[src/rtl/hazard_pkg.sv]
// rtl/hazard_pkg.sv - shared opcodes, NOP encoding and types for the hazard controller
// Contents: RV32I opcode constants, NOP_INS, scoreboard entry struct, controller state enum.
package hazard_pkg;

  localparam logic [6:0] OP_R      = 7'b0110011;
  localparam logic [6:0] OP_IMM    = 7'b0010011;
  localparam logic [6:0] OP_LOAD   = 7'b0000011;
  localparam logic [6:0] OP_STORE  = 7'b0100011;
  localparam logic [6:0] OP_BRANCH = 7'b1100011;
  localparam logic [6:0] OP_JAL    = 7'b1101111;
  localparam logic [6:0] OP_JALR   = 7'b1100111;
  localparam logic [6:0] OP_LUI    = 7'b0110111;
  localparam logic [6:0] OP_AUIPC  = 7'b0010111;

  localparam logic [31:0] NOP_INS = 32'h00000013;

  typedef struct packed {
    logic       valid;
    logic [4:0] rd;
  } sb_entry_t;

  typedef enum logic [1:0] {
    RUN   = 2'd0,
    STALL = 2'd1,
    FLUSH = 2'd2
  } hz_state_t;

endpackage

[src/rtl/hazard_decode.sv]
// rtl/hazard_decode.sv - register-usage decode of the instruction at the IF/ID output
// Ports: id_ins_i (instruction) -> rs1_o/rs2_o/rd_o (register fields),
//        use_rs1_o/use_rs2_o/has_rd_o (which fields the opcode actually uses).
module hazard_decode
  import hazard_pkg::*;
(
  input  logic [31:0] id_ins_i,
  output logic [4:0]  rs1_o,
  output logic [4:0]  rs2_o,
  output logic [4:0]  rd_o,
  output logic        use_rs1_o,
  output logic        use_rs2_o,
  output logic        has_rd_o
);

  assign rd_o  = id_ins_i[11:7];
  assign rs1_o = id_ins_i[19:15];
  assign rs2_o = id_ins_i[24:20];

  // funct3/funct7 do not affect register usage
  logic unused_funct;
  assign unused_funct = ^{id_ins_i[31:25], id_ins_i[14:12]};

  always_comb begin
    use_rs1_o = 1'b0;
    use_rs2_o = 1'b0;
    has_rd_o  = 1'b0;
    case (id_ins_i[6:0])
      OP_R: begin
        use_rs1_o = 1'b1;
        use_rs2_o = 1'b1;
        has_rd_o  = 1'b1;
      end
      OP_IMM, OP_LOAD, OP_JALR: begin
        use_rs1_o = 1'b1;
        has_rd_o  = 1'b1;
      end
      OP_STORE, OP_BRANCH: begin
        use_rs1_o = 1'b1;
        use_rs2_o = 1'b1;
      end
      OP_JAL, OP_LUI, OP_AUIPC: begin
        has_rd_o  = 1'b1;
      end
      default: ;
    endcase
  end

endmodule

[src/rtl/hazard_ctrl.sv]
// rtl/hazard_ctrl.sv - RAW stall and branch flush controller for the in-order pipeline
// Ports: clk, rst_n (sync active-low); id_ins (IF/ID instruction), br_taken (EX branch);
//        pc_en, if_id_en, if_id_flush, id_ex_bubble, stall (combinational controls);
//        stall_cnt (saturating stall-cycle counter).
module hazard_ctrl
  import hazard_pkg::*;
#(
  parameter int SB_DEPTH  = 3,
  parameter int WB_BYPASS = 0
) (
  input  logic        clk,
  input  logic        rst_n,
  input  logic [31:0] id_ins,
  input  logic        br_taken,
  output logic        pc_en,
  output logic        if_id_en,
  output logic        if_id_flush,
  output logic        id_ex_bubble,
  output logic        stall,
  output logic [31:0] stall_cnt
);

  logic [4:0] rs1, rs2, rd;
  logic       use_rs1, use_rs2, has_rd;

  hazard_decode u_decode (
    .id_ins_i  (id_ins),
    .rs1_o     (rs1),
    .rs2_o     (rs2),
    .rd_o      (rd),
    .use_rs1_o (use_rs1),
    .use_rs2_o (use_rs2),
    .has_rd_o  (has_rd)
  );

  sb_entry_t   sb_q [SB_DEPTH];
  logic [31:0] stall_cnt_q;
  logic        hazard;
  hz_state_t   state;

  // With a write-before-read register file the WB entry is already visible to ID.
  always_comb begin
    hazard = 1'b0;
    for (int k = 0; k < SB_DEPTH; k++) begin
      if ((WB_BYPASS == 0) || (k < SB_DEPTH - 1)) begin
        if (sb_q[k].valid) begin
          if (use_rs1 && (rs1 != 5'd0) && (rs1 == sb_q[k].rd)) hazard = 1'b1;
          if (use_rs2 && (rs2 != 5'd0) && (rs2 == sb_q[k].rd)) hazard = 1'b1;
        end
      end
    end
  end

  // The state is a pure function of this cycle's inputs so a dependent
  // instruction is held in the same cycle it reaches ID.
  always_comb begin
    if (br_taken)    state = FLUSH;
    else if (hazard) state = STALL;
    else             state = RUN;
  end

  always_comb begin
    pc_en        = 1'b1;
    if_id_en     = 1'b1;
    if_id_flush  = 1'b0;
    id_ex_bubble = 1'b0;
    stall        = 1'b0;
    case (state)
      STALL: begin
        pc_en        = 1'b0;
        if_id_en     = 1'b0;
        id_ex_bubble = 1'b1;
        stall        = 1'b1;
      end
      FLUSH: begin
        if_id_flush  = 1'b1;
        id_ex_bubble = 1'b1;
      end
      default: ;
    endcase
  end

  // Entries always shift: a stall inserts a bubble into EX, and a flush
  // leaves the older in-flight writers in place to complete.
  always_ff @(posedge clk) begin
    if (!rst_n) begin
      for (int k = 0; k < SB_DEPTH; k++) sb_q[k] <= '0;
      stall_cnt_q <= '0;
    end else begin
      if (state == RUN) begin
        sb_q[0].valid <= has_rd && (rd != 5'd0);
        sb_q[0].rd    <= rd;
      end else begin
        sb_q[0] <= '0;
      end
      for (int k = 1; k < SB_DEPTH; k++) sb_q[k] <= sb_q[k-1];
      if (stall && (stall_cnt_q != 32'hFFFF_FFFF)) stall_cnt_q <= stall_cnt_q + 32'd1;
    end
  end

  assign stall_cnt = stall_cnt_q;

endmodule

[config.mk]
export PLATFORM = sky130hd
export DESIGN_NAME = hazard_ctrl
export DESIGN_NICKNAME = d
export VERILOG_FILES = /design/src/rtl/hazard_pkg.sv /design/src/rtl/hazard_decode.sv /design/src/rtl/hazard_ctrl.sv
export SDC_FILE = /design/constraint.sdc
export NUM_CORES = 1
export LEC_CHECK = 0
export BUFFER_PORTS_ARGS = -buffer_cell sky130_fd_sc_hd__buf_4
export CORE_MARGIN = 2
export CORE_UTILIZATION = 50
export DETAILED_ROUTE_END_ITERATION = 8
export GPL_TIMING_DRIVEN = 0
export PLACE_DENSITY = 0.76
export SLEW_MARGIN = 20
export SYNTH_ARGS = -nofsm -noshare
export SYNTH_HDL_FRONTEND = slang
export SYNTH_SLANG_ARGS = --single-unit
[constraint.sdc]
create_clock -name clk -period 2.4 [get_ports clk]
set_input_delay 0.12 -clock clk [delete_from_list [all_inputs] [get_ports clk]]
set_output_delay 0.12 -clock clk [all_outputs]
set_load 0.02 [all_outputs]
## Word-level counts from Yosys, hierarchy flattened

Memories as Yosys holds them, arrays and structs flattened.
Cells that the tools add are included.

| word-level totals | value |
|---|---|
| flip-flop bits (word level) | 32 |
| memory bits (writable) | 18 |
| input port bits | 35 |
| output and inout port bits | 37 |
| word-level logic and storage cells | 77 |
| memories | 1 |

Memory list:

| memory | depth | bits a word | rd ports | clocked after memory_dff | write ports | line | RTL |
|---|---|---|---|---|---|---|---|
| sb_q | 3 | 6 | 3 | 0 | 3 | hazard_ctrl.sv:36 | `sb_entry_t sb_q [SB_DEPTH];` |

| cells by class | value |
|---|---|
| $add $sub $neg | 1 |
| equality and inequality tests | 18 |
| muxes and demuxes | 32 |
| bitwise logic cells | 6 |
| reductions and logical operators | 18 |

Operators by type and width:

| kind | number |
|---|---|
| $add A32 B1 Y32 const B | 1 |
| $ne A32 B32 Y1 const B | 1 |
| $eq A5 B5 Y1 | 6 |
| $mux W1 | 27 |
| $eq A7 B6 Y1 const B | 3 |
| $eq A7 B7 Y1 const B | 3 |
| $reduce_bool A5 Y1 | 3 |
| $eq A7 B5 Y1 const B | 2 |
| $mux W6 | 2 |
| $logic_and A1 B1 Y1 | 10 |
| $mux W5 | 2 |
| $eq A7 B2 Y1 const B | 1 |
| $reduce_or A7 Y1 | 1 |
| $or A1 B1 Y1 | 6 |
| $reduce_or A6 Y1 | 1 |
| $reduce_or A3 Y1 | 1 |
| $eq A2 B1 Y1 const B | 1 |
| $eq A2 B2 Y1 const B | 1 |
| $logic_not A2 Y1 | 1 |
| $mux W2 | 1 |
| $reduce_or A2 Y1 | 1 |

## Longest topological paths before layout

Gate-level depths: netlist (run 1).

| logic depth | value |
|---|---|
| word-level depth | 22 |
| gate-level depth with buffers | 10 |
| gate-level depth less buffers | 8 |

## Hierarchy

Synthesis (run 1) repeated with hierarchy kept, for this count alone.

| second synthesis, totals | value |
|---|---|
| cell total of the unflattened synthesis | 319 |
| area, all modules | 2,995.4 sq um |

Modules (own cells, without submodules):

| module | times used | cells each | area an instance (sq um) | seq. area each (sq um) |
|---|---|---|---|---|
| hazard_ctrl | 1 | 292 | 2,808.9 | 1,181.1 |
| hazard_decode | 1 | 27 | 186.4 | 0.0 |

## Worst setup path after synthesis (run 1)

OpenSTA, ideal clock, no wires.

| timing | value |
|---|---|
| kind | register to register |
| start point | register stall_cnt_q[3] (netlist: stall_cnt[3]) |
| end point | register stall_cnt_q[1] (netlist: stall_cnt[1]) |
| arrival time | 1,947 ps |
| path slack | 325 ps |
| stages on the path, launching flop included | 10 |
| cell sequence | dfxtp_1 -> nand4_1 -> and4bb_2 -> nand4_1 -> o311a_2 -> nor2_2 -> buf_6 -> buf_4 -> mux2i_1 -> nor2_1 |

| on the way | value |
|---|---|
| longest elaborated chain between the ends | 2 |

RTL lines:

| what | line | RTL |
|---|---|---|
| start, declared | hazard_ctrl.sv:37 | `logic [31:0] stall_cnt_q;` |
| start signal, assigned | hazard_ctrl.sv:97 | `if (stall && (stall_cnt_q != 32'hFFFF_FFFF)) stall_cnt_q <= stall_cnt_q + 32'd1;` |
| $ne A32 B32 Y1 | hazard_ctrl.sv:97 |  |
| $logic_and A1 B1 Y1 | hazard_ctrl.sv:97 |  |

No other way between the ends.
A chain may end at the register's enable or synchronous reset.

==> results.py, run 1 <==
metrics = {
    "cts": {
        "clockBufferDepth": 2,
        "h-tree-depth": 2,
        "cts-buffers-inserted": 5,
        "cts_sinks": 50,
        "clock_latency_ns": 0.31,
        "postCtsHoldBufs": 0,
        "clk_pin_slew_ns": 0.09,
        "root_buffer": "clkbuf_8",
        "cts_tree": "done",
    },
    "cells_and_area": {
        "area_growth_pct": 26.50,
        "fin_util_pct": 65.76,
        "layout-drive-gt1-share_pct": 21.84,
        "layout_common_cells": "buf_4, dfxtp_1, xor2_1, nand2_1",
        "final_common_cell": "buf_4",
        "fillCellCount": 521,
        "fin_cells": 484,
        "nets": 447,
        "antennaDiodeCount": 0,
    },
    "routing": {
        "drt_first_pass_iters": 4,
        "totalWireLength_um": 7547,
        "drcViolationCount": 0,
        "wl_per_cell_um": 15.59,
        "drt-initial-drc-count": 180,
        "antenna_left": 0,
        "vias_per_cell": 5.651,
        "vias": 2735,
    },
    "global_route": {
        "grt_pass1_wl_um": 12040,
        "antenna_found_initial": 0,
        "grt_pass1_vias": 2535,
        "grt_usage_pct": 24.35,
        "grt_overflow": 0,
        "grt_max_degree": 15,
    },
    "die": {
        "start_util_pct": 51.99,
        "dieArea_um2": 6384,
        "core_um2": 5540,
        "pin_count": 72,
        "rows": 27,
        "dieWidth_um": 79.90,
        "die_y_um": 79.90,
    },
    "synthesis": {
        "netlist_instances": 323,
        "synthDistinctLibCells": 43,
        "avgSynthCellArea_um2": 8.917,
        "seq_area_frac_synth_pct": 41.01,
        "ys_ff_latch": 50,
        "async_flop_share_pct": 0,
        "netlist_area_um2": 2880,
        "synth-edff-count": 18,
        "synth_flop_cell": "dfxtp_1",
        "ys_warn_count": 0,
    },
    "worst_setup_path": {
        "worstPathMaxFanout": 10,
        "crit_path_top_delay_cell": "or4_1",
        "crit_required_ns": 2.64,
        "path_buf_inv": 1,
        "slowest_delay_ns": 0.47,
        "cp.arrival_ns": 2.55,
        "crit_path_end_kind": "register",
        "critPathKind": "register to register",
        "start_kind": "register",
        "crit_family": "simple AND/OR/NAND/NOR gates",
        "critical_path.cell_chain": "xor2_1 -> nor4_1 -> and3_1 -> o311a_1 -> nor2_2 -> buf_6 -> or4_1 -> a21oi_1",
    },
    "place": {
        "io_buffers": 61,
        "hpwl_um": 5598,
        "globalplace.congestion": 0.8153,
        "place_ws_ns": 0.06461,
        "dpl.cell_count": 473,
    },
    "timing": {
        "setup_slack_ns": 0.09227,
        "finalSetupTns_ns": 0,
        "drv_slew": 0,
        "fin_crit_ns": 2.308,
        "tightest_slew_ns": 0.5907,
        "hold_violations": 0,
        "relSlewSlack_pct": 60.62,
        "fmax_mhz": 433.3,
        "final-setup-viol-count": 0,
        "skew_ns": 0.01080,
        "fin_crit_sh_pct": 96.16,
    },
    "min_path": {
        "hp-class": "input pin to register",
    },
    "power": {
        "power.density_nw_per_um2": 426.2,
        "vdd_ir_drop_max_mv": 0.2286,
        "leakage_nw": 1.494,
    },
    "job": {
        "max_cap_viol_count": 0,
    },
    "run_status": {
        "outcome": "complete, no violations",
    },
}
[Yosys cell counts, drive strengths merged (11+ instances only)]
| master | number | area share [%] |
|---|---|---|
| o21ai | 14 | 2.4 |
| nor2 | 19 | 2.6 |
| dfxtp | 32 | 22 |
| and2 | 16 | 3.5 |
| or3 | 12 | 2.6 |
| xor2 | 26 | 7.9 |
| clkbuf | 11 | 1.4 |
| and3 | 12 | 2.6 |
| nand4 | 17 | 3.7 |
| edfxtp | 18 | 19 |
| nor4 | 12 | 2.6 |
| nand2 | 21 | 2.7 |
| a21oi | 17 | 3.0 |
[layout make-up]
cell class | instances | area (um^2) | share of cell area [%]
repair buffers | 64 | 480.5 | 13.19
well taps | 72 | 90.09 | 2.473
flip-flops and latches | 50 | 1185 | 32.52
plain buffers | 18 | 95.09 | 2.610
inverters | 10 | 37.54 | 1.030
clock buffers | 8 | 80.08 | 2.198
multi-input cells | 262 | 1675 | 45.98
[layer usage]
metal	track usage (%)	share of wire, %	vias to the layer above
met2	39.42	48	72
met3	4.977	5.0	8
met5	0	0	-
li1	-	-	1352
met4	8.475	1.1	0
met1	32.33	46	1303
[final timing paths]
check                           slack [ns]  cells after the start     startpoint            end
worst max-delay path                  0.09                      8     sb_q[0][8]   stall_cnt[7]
worst min-delay path                  0.12                      3          rst_n  stall_cnt[31]
worst max register to register        0.09                      8     sb_q[0][8]   stall_cnt[7]
worst min register to register        0.50                      2  stall_cnt[28]  stall_cnt[28]
[sequential cells by signal (all words and copies together), names as in the netlist]
signal     cells
sb_q          18
stall_cnt     32
[power by group]
part	total, mW	internal, mW	leakage (nW)	switching (mW)
registers	0.910	0.896	0.444	0.0142
clock network	0.486	0.208	0.0395	0.278
logic	0.158	0.0715	1.01	0.0862
[logic make-up (layout without fill, tap and decap cells)]
family          after synthesis  count (layout)  synth area share [%]
compound gates               54              54                 11.86
xor+xnor                     32              32                 9.731
fa+ha+maj                     1               1                0.4343
buf+inv                      28             100                 4.300
flops                        50              50                 41.01
mux                           7               7                 2.433
other cells                   1              18                0.1302
simple gates                150             150                 30.10
[tightest hold or removal path, delay by kind of cell]
kind | cells | cell delay, ns
buf+inv | 1 | 0.14
simple gates | 1 | 0.07
compound gates | 1 | 0.06
[stage by stage]
| stage | cell area (um^2) | hold slack (ns) | total power, mW |
|---|---|---|---|
| detailed placement | 3492 | 0.4352 | 1.080 |
| global placement | 3492 | 0.4371 | 1.073 |
| CTS | 3578 | 0.1175 | 1.556 |
| floorplan | 2944 | 0.2699 | 1.004 |
| global route | 3643 | 0.1305 | 1.608 |
| finish | 3643 | 0.1171 | 1.553 |
[timing repair]
item / CTS / global route
endpoints found under the setup margin: 2 / 20
setup buffers: 0 / 3
resized for setup: 1 / 17
pin swaps: 2 / 9
cloned: 0 / 0
Note: power is estimated with default switching activity, not from simulation.
==> run 2: changes to the inputs <==
- ABC_AREA: unset -> 1
==> run 2 against run 1 <==
  * Core utilization down 2.6 points
  * Combinational power rose by 6%
  * Wire length increased by 17%
  * Synthesized cell count is 52% higher
  * Synthesized area grew 16%
  * Cell count is 35% higher
  * Clock skew is 0.0061 ns lower
  * First-iteration DRC count rose by 49%
  * Clock power up 1%
  * Register-to-register slack gained 0.25 ns
  * Largest power group unchanged
==> results.py, run 2 <==
metrics = {
    "global_route": {
        "grt_overflow": 0,
        "grt_pass1_vias": 3046,
        "grt_usage_pct": 25.05,
        "antenna_found_initial": 0,
        "grt_max_degree": 16,
        "grt_pass1_wl_um": 14700,
    },
    "timing": {
        "finalSetupTns_ns": 0,
        "hold_violations": 0,
        "relSlewSlack_pct": 66.01,
        "drv_slew": 0,
        "fin_crit_sh_pct": 93.67,
        "fmax_mhz": 444.8,
        "skew_ns": 0.004727,
        "fin_crit_ns": 2.248,
        "rsz0062_at_grt": "no",
        "final-setup-viol-count": 0,
        "tightest_slew_ns": 0.5099,
        "timing.hold.ws_ns": 0.1213,
    },
    "synthesis": {
        "yosysTopAreaCellShare_pct": 19.10,
        "ys_ff_latch": 50,
        "avgSynthCellArea_um2": 6.832,
        "yosysTopAreaCell": "dfxtp_1",
        "synth.most_common_cell": "nand2_1",
        "synth-edff-count": 18,
        "netlist_area_um2": 3354,
        "ys_top_cells_by_count": "nand2_1, nor2_1, inv_1",
        "synthTopCellsByArea": "dfxtp_1, nand2_1, edfxtp_1",
        "netlist_instances": 491,
        "async_flop_share_pct": 0,
        "synthDistinctLibCells": 26,
        "ys_warn_count": 0,
        "synth_flop_cell": "dfxtp_1",
        "seq_area_frac_synth_pct": 35.21,
    },
    "min_path": {
        "hp-class": "input pin to register",
    },
    "place": {
        "dpl.cell_count": 645,
        "dpl_cell_area_um2": 3965,
        "hpwl_um": 7123,
        "globalplace.congestion": 0.9420,
        "io_buffers": 60,
    },
    "die": {
        "rows": 29,
        "start_util_pct": 52.23,
        "die_y_um": 85.91,
        "core_um2": 6422,
        "pin_count": 72,
        "dieArea_um2": 7381,
        "dieWidth_um": 85.91,
    },
    "cts": {
        "post_cts_buffers": 0,
        "clock_latency_ns": 0.31,
        "h-tree-depth": 2,
        "clockBufferDepth": 2,
        "root_buffer": "clkbuf_8",
        "cts-buffers-inserted": 5,
        "postCtsHoldBufs": 0,
        "clk_pin_slew_ns": 0.09,
        "cts_sinks": 50,
        "cts_tree": "done",
    },
    "worst_setup_path": {
        "crit_required_ns": 2.28,
        "reg2reg_setup_slack_ns": 0.34,
        "critPathKind": "register to primary output",
        "crit_path_end_kind": "primary output",
        "worstPathMaxFanout": 10,
        "cp.arrival_ns": 2.13,
        "start_kind": "register",
    },
    "cells_and_area": {
        "layout-drive-gt1-share_pct": 14.24,
        "largest_reg_flops": 32,
        "nets": 611,
        "antennaDiodeCount": 0,
        "layout_common_cells": "nand2_1, buf_4, nor2_1, inv_1, nand4_1",
        "area_growth_pct": 20.93,
        "fillCellCount": 599,
        "postLayoutCellArea_um2": 4056,
        "final_common_cell": "nand2_1",
        "fin_cells": 653,
    },
    "routing": {
        "vias": 3386,
        "drt_first_pass_iters": 6,
        "drt-initial-drc-count": 269,
        "drcViolationCount": 0,
        "totalWireLength_um": 8814,
        "vias_per_cell": 5.185,
        "antenna_left": 0,
        "wl_per_cell_um": 13.50,
    },
    "job": {
        "max_cap_viol_count": 0,
    },
    "power": {
        "leakage_nw": 1.740,
        "vdd_ir_drop_max_mv": 0.2329,
        "power.density_nw_per_um2": 388.2,
    },
    "run_status": {
        "outcome": "complete, no violations",
    },
}
run 2: critical path, cell delays in order, from the launching register on:
cell	delay, ns
edfxtp_1	0.47
inv_1	0.09
nand2_1	0.05
nand2_1	0.06
nand3_1	0.07
nor2_1	0.12
nand3_1	0.08
nand2_1	0.07
nand2_1	0.06
nand3_2	0.17
buf_6	0.17
nand2_1	0.09
buf_4	0.16
buf_4	0.15
run 2: what timing repair did:
item | in CTS | in global routing
setup endpoints to repair | 0 | 2
resized for setup | 0 | 3
endpoints found under the hold margin | 0 | 0
run 2: area by class of cell:
type / count / area (um^2) / area share, %
Sequential cell: 50 / 1181 / 29.12
Multi-Input combinational cell: 388 / 1936 / 47.72
Buffer: 19 / 116.4 / 2.869
Timing Repair Buffer: 60 / 450.4 / 11.10
Clock buffer: 5 / 68.82 / 1.696
Inverter: 51 / 191.4 / 4.719
Clock inverter: 3 / 16.27 / 0.4010
Tap cell: 77 / 96.34 / 2.375
run 2: cells by family (layout without fill, tap and decap cells):
kind of cell,Yosys count,in the layout,synth area share (%)
XOR/XNOR,49,49,12.79
other,1,18,0.1118
flip-flops,50,50,35.21
AO/OA/AOI/OAI,32,32,4.886
adder cells (fa/ha/maj),1,1,0.3729
buffers and inverters,70,138,8.989
AND/OR/NAND/NOR,288,288,37.64
run 2: per-stage QoR:
step | total power [mW] | setup slack (ns) | util (%)
floorplan | 1.029 | 0.6191 | -
global placement | 1.094 | 0.4404 | 61.74
detailed placement | 1.099 | 0.3934 | 61.74
CTS | 1.584 | 0.06799 | 63.06
global route | 1.645 | 0.003491 | 63.16
finish | 1.575 | 0.1520 | 63.16
run 2: final timing paths:
path | from | to | cells after the start
worst max-delay path | sb_q[0][10] | pc_en | 13
worst max register to register | stall_cnt[1] | stall_cnt[28] | 9
worst min-delay path | id_ins[8] | sb_q[0][1] | 3
worst min register to register | stall_cnt[28] | stall_cnt[28] | 2
run 2: per-layer routing:
layer / track usage (%) / vias to the layer above / share of wire (%)
li1: - / 1739 / -
met1: 38.01 / 1518 / 49
met2: 36.79 / 118 / 42
met3: 4.331 / 11 / 7.1
met4: 6.061 / 0 / 1.3
met5: 0 / - / 0
run 2: power by group:
group / switching [mW] / total, mW / internal, mW
clock: 0.293 / 0.493 / 0.200
sequential: 0.0178 / 0.914 / 0.896
combinational: 0.0931 / 0.167 / 0.0743
